### config.mk
export PLATFORM = sky130hd
export DESIGN_NAME = cpu_sequencer
export DESIGN_NICKNAME = d
export VERILOG_FILES = /design/src/rtl/cpu_sequencer.sv
export SDC_FILE = /design/constraint.sdc
export NUM_CORES = 1
export LEC_CHECK = 0
export CORE_MARGIN = 10
export CORE_UTILIZATION = 38
export CTS_CLUSTER_SIZE = 20
export DETAILED_ROUTE_END_ITERATION = 7
export GPL_TIMING_DRIVEN = 0
export HOLD_SLACK_MARGIN = 0.06
export PLACE_DENSITY_LB_ADDON = 0.15
export SLEW_MARGIN = 20
export SYNTH_ARGS = -nofsm -noshare
export SYNTH_HDL_FRONTEND = slang
export SYNTH_SLANG_ARGS = --single-unit
### constraint.sdc
create_clock -name clk -period 3.1 [get_ports clk]
set_input_delay 0.62 -clock clk [delete_from_list [all_inputs] [get_ports clk]]
set_output_delay 0.62 -clock clk [all_outputs]
set_load 0.1 [all_outputs]
### src/rtl/cpu_sequencer.sv
// cpu_sequencer: multi-cycle control sequencer for the RISC-V datapath.
//
// Instruction fetch and load/store share one single-port memory through a
// req/ack handshake. The sequencer produces the IR, register-file and PC write
// strobes. It halts in FAULT on an illegal decode or on a memory timeout.
//
// Optional feature: define INSTRET_EN to add a 64-bit retired-instruction
// counter output (instret) that counts cycles with pc_we=1.
//
// Ports:
//   clk, rst               clock; synchronous active-high reset
//   r_en .. auipc_en       decoder class enables (one-hot when legal)
//   branch                 branch condition result
//   mem_ack                memory completes the current request this cycle
//   mem_req/mem_we         memory request / request is a store
//   mem_fetch              address from pc (1) or alu_out (0)
//   ir_we, reg_we, pc_we   datapath write strobes
//   pc_sel                 0 = pc+4, 1 = alu_out
//   fault, fault_code      halted flag; 0 none, 1 illegal decode, 2 timeout
//   state                  current state, for debug
//   instret                (INSTRET_EN only) retired-instruction count
module cpu_sequencer #(
    parameter int unsigned MEM_TIMEOUT = 16,
    parameter int unsigned TIMEOUT_W   = 8
) (
    input  logic        clk,
    input  logic        rst,
    input  logic        r_en,
    input  logic        i_en,
    input  logic        im_en,
    input  logic        s_en,
    input  logic        b_en,
    input  logic        jal_en,
    input  logic        jalr_en,
    input  logic        lui_en,
    input  logic        auipc_en,
    input  logic        branch,
    input  logic        mem_ack,
    output logic        mem_req,
    output logic        mem_we,
    output logic        mem_fetch,
    output logic        ir_we,
    output logic        reg_we,
    output logic        pc_we,
    output logic        pc_sel,
    output logic        fault,
    output logic [1:0]  fault_code,
    output logic [2:0]  state
`ifdef INSTRET_EN
    ,
    output logic [63:0] instret
`endif
);

    typedef enum logic [2:0] {
        StBoot   = 3'd0,
        StFetch  = 3'd1,
        StDecode = 3'd2,
        StExec   = 3'd3,
        StMem    = 3'd4,
        StFault  = 3'd7
    } state_e;

    localparam logic [TIMEOUT_W-1:0] TimeoutLast =
        TIMEOUT_W'((MEM_TIMEOUT == 0) ? 0 : MEM_TIMEOUT - 1);

    state_e               state_q, state_d;
    logic [TIMEOUT_W-1:0] wait_q, wait_d;
    logic [1:0]           fault_code_q, fault_code_d;

    logic [8:0] cls;
    logic       cls_onehot;
    logic       timeout_hit;

    assign cls = {r_en, i_en, im_en, s_en, b_en, jal_en, jalr_en, lui_en, auipc_en};
    // Exactly one bit set: non-zero and clearing the lowest set bit leaves zero.
    assign cls_onehot = (cls != 9'd0) && ((cls & (cls - 9'd1)) == 9'd0);
    // wait_q counts completed ack-less request cycles, so the current cycle is
    // the MEM_TIMEOUT-th when wait_q == MEM_TIMEOUT-1.
    assign timeout_hit = (MEM_TIMEOUT != 0) && (wait_q == TimeoutLast);

    always_comb begin
        state_d      = state_q;
        wait_d       = wait_q;
        fault_code_d = fault_code_q;
        mem_req      = 1'b0;
        mem_we       = 1'b0;
        mem_fetch    = 1'b0;
        ir_we        = 1'b0;
        reg_we       = 1'b0;
        pc_we        = 1'b0;
        pc_sel       = 1'b0;
        fault        = 1'b0;
        case (state_q)
            StBoot: begin
                state_d = StFetch;
                wait_d  = '0;
            end
            StFetch: begin
                mem_req   = 1'b1;
                mem_fetch = 1'b1;
                if (mem_ack) begin
                    ir_we   = 1'b1;
                    wait_d  = '0;
                    state_d = StDecode;
                end else if (timeout_hit) begin
                    fault_code_d = 2'd2;
                    state_d      = StFault;
                end else begin
                    wait_d = wait_q + 1'b1;
                end
            end
            StDecode: begin
                if (!cls_onehot) begin
                    fault_code_d = 2'd1;
                    state_d      = StFault;
                end else if (im_en || s_en) begin
                    wait_d  = '0;
                    state_d = StMem;
                end else begin
                    state_d = StExec;
                end
            end
            StExec: begin
                pc_we   = 1'b1;
                reg_we  = r_en | i_en | jal_en | jalr_en | lui_en | auipc_en;
                pc_sel  = jal_en | jalr_en | (b_en & branch);
                wait_d  = '0;
                state_d = StFetch;
            end
            StMem: begin
                mem_req = 1'b1;
                mem_we  = s_en;
                if (mem_ack) begin
                    pc_we   = 1'b1;
                    reg_we  = im_en;
                    wait_d  = '0;
                    state_d = StFetch;
                end else if (timeout_hit) begin
                    fault_code_d = 2'd2;
                    state_d      = StFault;
                end else begin
                    wait_d = wait_q + 1'b1;
                end
            end
            StFault: begin
                fault = 1'b1;
            end
            default: begin
                // Unused encodings restart the sequencer cleanly.
                state_d = StBoot;
            end
        endcase
    end

    always_ff @(posedge clk) begin
        if (rst) begin
            state_q      <= StBoot;
            wait_q       <= '0;
            fault_code_q <= 2'd0;
        end else begin
            state_q      <= state_d;
            wait_q       <= wait_d;
            fault_code_q <= fault_code_d;
        end
    end

`ifdef INSTRET_EN
    logic [63:0] instret_q;

    always_ff @(posedge clk) begin
        if (rst) begin
            instret_q <= 64'd0;
        end else if (pc_we) begin
            instret_q <= instret_q + 64'd1;
        end
    end

    assign instret = instret_q;
`endif

    assign fault_code = fault_code_q;
    assign state      = state_q;

endmodule

## Word level (Yosys, flattened, before mapping)

Index checks and enable logic that the tools add are counted.

- Bits of input ports: 13
- Memories: 0
- Latch bits: 0
- Memory bits (read-only): 0
- Logic and storage cells: 62
- Register bits: 13
- Bits in writable memories: 0

- Divide/modulo/power cells: 0
- Reductions and logical operators: 11
- Multiplexer cells: 25
- Shift-type cells: 0
- Equal/unequal tests: 12
- Order comparisons: 0
- Bitwise operators: 9
- $add $sub $neg: 2
- Multiply operators: 0

Operators with widths:

| operator | number |
|---|---|
| $mux 8 | 4 |
| $pmux 8 s3 | 1 |
| $mux 3 | 5 |
| $pmux 3 s5 | 1 |
| $and 9x9->9 | 1 |
| $logic_not 9->1 | 1 |
| $reduce_bool 9->1 | 1 |
| $sub 9x1->9 const B | 1 |
| $add 8x1->8 const B | 1 |
| $eq 8x4->1 const B | 1 |
| $mux 1 | 8 |
| $ne 2x2->1 const B | 4 |
| $reduce_and 4->1 | 2 |
| $or 1x1->1 | 7 |
| $eq 3x2->1 const B | 2 |
| $eq 3x3->1 const B | 2 |
| $mux 2 | 3 |
| $pmux 1 s2 | 2 |
| $pmux 2 s2 | 1 |
| $reduce_or 2->1 | 2 |
| $eq 3x1->1 const B | 1 |
| $logic_not 3->1 | 1 |
| $ne 3x3->1 const B | 1 |
| $reduce_bool 3->1 | 1 |
| 5 further kinds | 5 |

## Logic depth before layout (Yosys ltp)

- Depth in word-level cells: 6
- Mapped depth: 7
- Gate-level depth less buffers: 6

## Worst setup path before layout

No wires, ideal clock.

- Path type: reg-to-output
- Start: register state_q[0] (netlist: state[0])
- End: output ir_we
- Cell stages (with the launch flop): 4
- Slack: -2.057 ns
- Buffers on the path: 1
- Arrival time: 4.537 ns
- Path through: dfxtp_1 > clkbuf_1 > nor3b_1 > and2_1

- Longest elaborated chain between the ends: 2

Ends and longest elaborated chain:

| item | line | source |
|---|---|---|
| from (decl) | 67 | `state_e state_q, state_d;` |
| from (signal assigned) | 158 | `state_q <= StBoot;` |
| from (signal assigned) | 162 | `state_q <= state_d;` |
| $eq 3x1->1 | 94 | `case (state_q)` |
| $mux 1 | 94 |  |
| to (decl) | 42 | `output logic ir_we,` |

Every way passes these cells.

## Worst setup path in the final report

- Start: input jalr_en
- End: output reg_we

- Longest elaborated chain between the ends: 4

Ends and longest elaborated chain:

| item | line | source |
|---|---|---|
| from (decl) | 34 | `input logic jalr_en,` |
| $or 1x1->1 (3 in a row) | 126 | `reg_we = r_en \| i_en \| jal_en \| jalr_en \| lui_en \| auipc_en;` |
| $pmux 1 s2 | 94 |  |
| to (decl) | 43 | `output logic reg_we,` |

Every way passes these cells.

==> run summary <==
===========================================================================
Fill cell total of the finished layout .......................          214
Cell internal pwr ............................................     0.289 mW
Yosys cell types .............................................           40
Final Core Density ...........................................        56.3%
Library cell with the largest summed area after synthesis .... sky130_fd_sc_hd__dfxtp_1
Clock transition at path regs ................................        70 ps
Met3 demand-to-capacity share in global routing ..............        4.56%
Buffers from clock root to sink, at most .....................            2
Met1 track demand over resource ..............................        12.8%
Shortest period the worst path allows ........................      2980 ps
Initial cell density of the core .............................        40.8%
Antenna violations before repair .............................            0
Total clock buffers created by CTS ...........................            3
CTS tree .....................................................          yes
Dominant cells by area after synthesis ....................... sky130_fd_sc_hd__dfxtp_1 (28%), sky130_fd_sc_hd__o21ai_0 (8.1%), sky130_fd_sc_hd__nor2_1 (3.6%)
Vias in the first global route ...............................          929
Number of design rule violations left after detail routing ...            0
Combined buffer and inverter count along the critical path ...            3
Crit path max-delay cell type ................................ sky130_fd_sc_hd__or4_1
Measured slew at the worst slew-check pin ....................       992 ps
Clock tree sinks .............................................           13
Asr flop ratio synth .........................................           0%
Leakage power of the design ..................................     0.476 nW
Combinational power share ....................................        44.7%
Proportion of power drawn by the clock network ...............        20.6%
Required time worst endpoint .................................      2480 ps
HP Class ..................................................... register to register
Worst path top cell family by delay .......................... buffers and inverters
Met2 track demand over resource ..............................        15.0%
Post-synthesis register bit count ............................           13
Synthesized area divided by synthesized cell count ...........     7.56 µm²
Die area .....................................................  0.00482 mm²
Sum Neg Setup Slack ..........................................         0 ps
Worst stage delay on the critical path .......................       510 ps
GRT Residual Overflow ........................................            0
Buffers added on ports .......................................           24
Max-cap violations ...........................................            0
Clock latency at the later pin of the worst-skew pair ........       280 ps
Critical path data arrival time ..............................      2360 ps
RSZ-0062 raised after global routing .........................        false
Most used routing layer ......................................         met2
Initial drt markers ..........................................           41
Commonest cells in the synthesized netlist ................... sky130_fd_sc_hd__o21ai_0 (15), sky130_fd_sc_hd__dfxtp_1 (13), sky130_fd_sc_hd__nor2_1 (9), sky130_fd_sc_hd__nand2_1 (7), sky130_fd_sc_hd__a21oi_1 (6)
Floorplan die width ..........................................      69.5 µm
Num ports ....................................................           26
Sort of element at the end of the critical path ..............   output pin
Gate count of the mapped netlist .............................          123
Final worst-path cycle share .................................        96.1%
Switching share of total power ...............................        43.9%
Detailed placement HPWL ......................................      2000 µm
Count of TritonRoute iterations in the first routing pass ....            4
Number of hold violations in the final report ................            0
Maximum clock skew at final layout ...........................      4.35 ps
Post-synthesis sequential area ratio .........................        28.0%
Setup-violating endpoint count in the final report ...........            0
Routed via count divided by cell count .......................         5.70
First-pass GRT wire length ...................................      4270 µm
Maximum number of pins on one net before global-route repair .           11
Dominant cell by count in the synthesized netlist ............ sky130_fd_sc_hd__o21ai_0
Number of flops mapped to enable cells by yosys ..............            0
Post-Syn Nets ................................................          137
Outcome ...................................................... complete, no violations
Total number of nets in the final design .....................          166
Placer Congestion ............................................        0.862
Total number of placement rows ...............................           17
Synthesized area .............................................      930 µm²
Highest achievable clock rate ................................      336 MHz
Headroom to the max-slew limit ...............................        33.7%
Fraction of power consumed by sequential logic ...............        34.6%
Largest fanout of any net on the critical path ...............            5
Core box area ................................................  0.00228 mm²
Number of antenna diodes .....................................            0
Area growth from synthesis to layout .........................        38.0%
Reported net switching power .................................     0.226 mW
Residual antenna-violating net count after detailed routing ..            0
Total wire length ............................................      2540 µm
Total number of vias .........................................         1021
Power density over the cells .................................   402 mW/mm²
Post-synth top area share ....................................        28.0%
Overall global routing resource usage ........................        10.2%
Top FF cell, synth ........................................... sky130_fd_sc_hd__dfxtp_1
Critical path class .......................................... primary input to output pin
Cell mode on critical path ................................... sky130_fd_sc_hd__buf_2
Number of warnings issued by yosys ...........................            0
Cells after DPL ..............................................          175
Startpoint kind of the worst setup timing path ............... primary input
Cells traversed along the worst timing path .................. clkdlybuf4s50_1 > or4_1 > buf_2 > nor2_1 > o32ai_4 > buf_2
IR Drop Worst-Case VDD .......................................     0.244 mV
Cell at the root of the clock tree ........................... sky130_fd_sc_hd__clkbuf_4
Die outline height ...........................................      69.5 µm
Share of post-route cells with drive strength above 1 ........        15.2%
Slew Viols, Final ............................................            0
CTS H-Tree Depth .............................................            1
Post-CTS Hold Buffers ........................................            0
Non-Filler Instances .........................................          179
Worst hold slack .............................................       488 ps
Final routed wire length divided by cell count ...............      14.2 µm
===========================================================================
[repair_timing]
item | CTS | global route
endpoints found under the setup margin | 7 | 5
buffers inserted | 0 | 0
endpoints found under the hold margin | 0 | 0
resized for setup | 16 | 6
[metrics by stage]
stage	power, mW	worst slack (ps)	cell area, µm²
finish	0.515	122	1280
global route	0.542	43.3	1280
CTS	0.521	-76.5	1290
detailed placement	0.417	-580	1260
global placement	0.415	-594	1260
floorplan	0.357	-319	986
[cell families (layout without fill, tap and decap cells)]
| kind of cell | after synthesis | after routing | share of synthesized area (%) |
|---|---|---|---|
| AOI/OAI and AO/OA | 36 | 36 | 25.4 |
| xor gates and xnor gates | 5 | 5 | 4.71 |
| adders and majority gates | 2 | 2 | 2.42 |
| and+or+nand+nor | 56 | 56 | 34.1 |
| DFF | 13 | 13 | 28.0 |
| buffers and inverters | 11 | 39 | 5.38 |
[per-layer routing]
metal	up-vias	part of all wire [%]	wire length, µm
met3	0	7.8	198
met1	471	46	1170
met2	32	46	1170
li1	518	-	-
met4	0	0	0
met5	-	0	0
[sequential cells by signal (all words and copies together), names as in the netlist]
| signal | cells |
|---|---|
| fault_code | 2 |
| wait_q | 8 |
| state | 3 |
[final timing paths]
path                         to  slack [ps]          start  cells after the start
hold reg to reg   fault_code[0]         490  fault_code[0]                      2
hold / removal    fault_code[0]         490  fault_code[0]                      2
setup / recovery         reg_we         120        jalr_en                      6
setup reg to reg      wait_q[1]        1240       state[0]                      6
[power by group through the flow]
| stage | clock [mW] | sequential (mW) | combinational (mW) |
|---|---|---|---|
| after detailed placement | 0 | 0.182 | 0.235 |
| after global placement | 0 | 0.182 | 0.233 |
| after CTS | 0.110 | 0.178 | 0.232 |
| after global routing | 0.119 | 0.179 | 0.244 |
| after floorplan | 0 | 0.217 | 0.140 |
| final | 0.106 | 0.178 | 0.231 |
[tightest hold or removal path, cell delays in order, from the launching register on]
cell	delay, ps
sky130_fd_sc_hd__dfxtp_1	320
sky130_fd_sc_hd__nand2b_1	60
sky130_fd_sc_hd__a21oi_1	60
[area by class of cell]
type	count	area, µm²	area share (%)
multi-input combinational	99	676	52.7
inverter	4	15.0	1.17
tap	28	35.0	2.73
sequential	13	260	20.3
clock buffer	4	26.3	2.05
buffer	7	36.3	2.83
timing repair buffer	24	234	18.2
[layout by cell type, fill, tap and decap left out, types with 4 or more instances in the layout]
cell	instances
sky130_fd_sc_hd__or3_1	5
sky130_fd_sc_hd__dfxtp_1	13
sky130_fd_sc_hd__nor3_1	4
sky130_fd_sc_hd__nand2b_1	4
sky130_fd_sc_hd__nor2_1	7
sky130_fd_sc_hd__o21ai_0	14
sky130_fd_sc_hd__clkbuf_1	5
sky130_fd_sc_hd__nand3_1	5
sky130_fd_sc_hd__clkdlybuf4s50_1	16
sky130_fd_sc_hd__inv_1	4
sky130_fd_sc_hd__a31oi_1	4
sky130_fd_sc_hd__nand2_1	7
sky130_fd_sc_hd__a21oi_1	6
(Power assumes the default switching activity.)
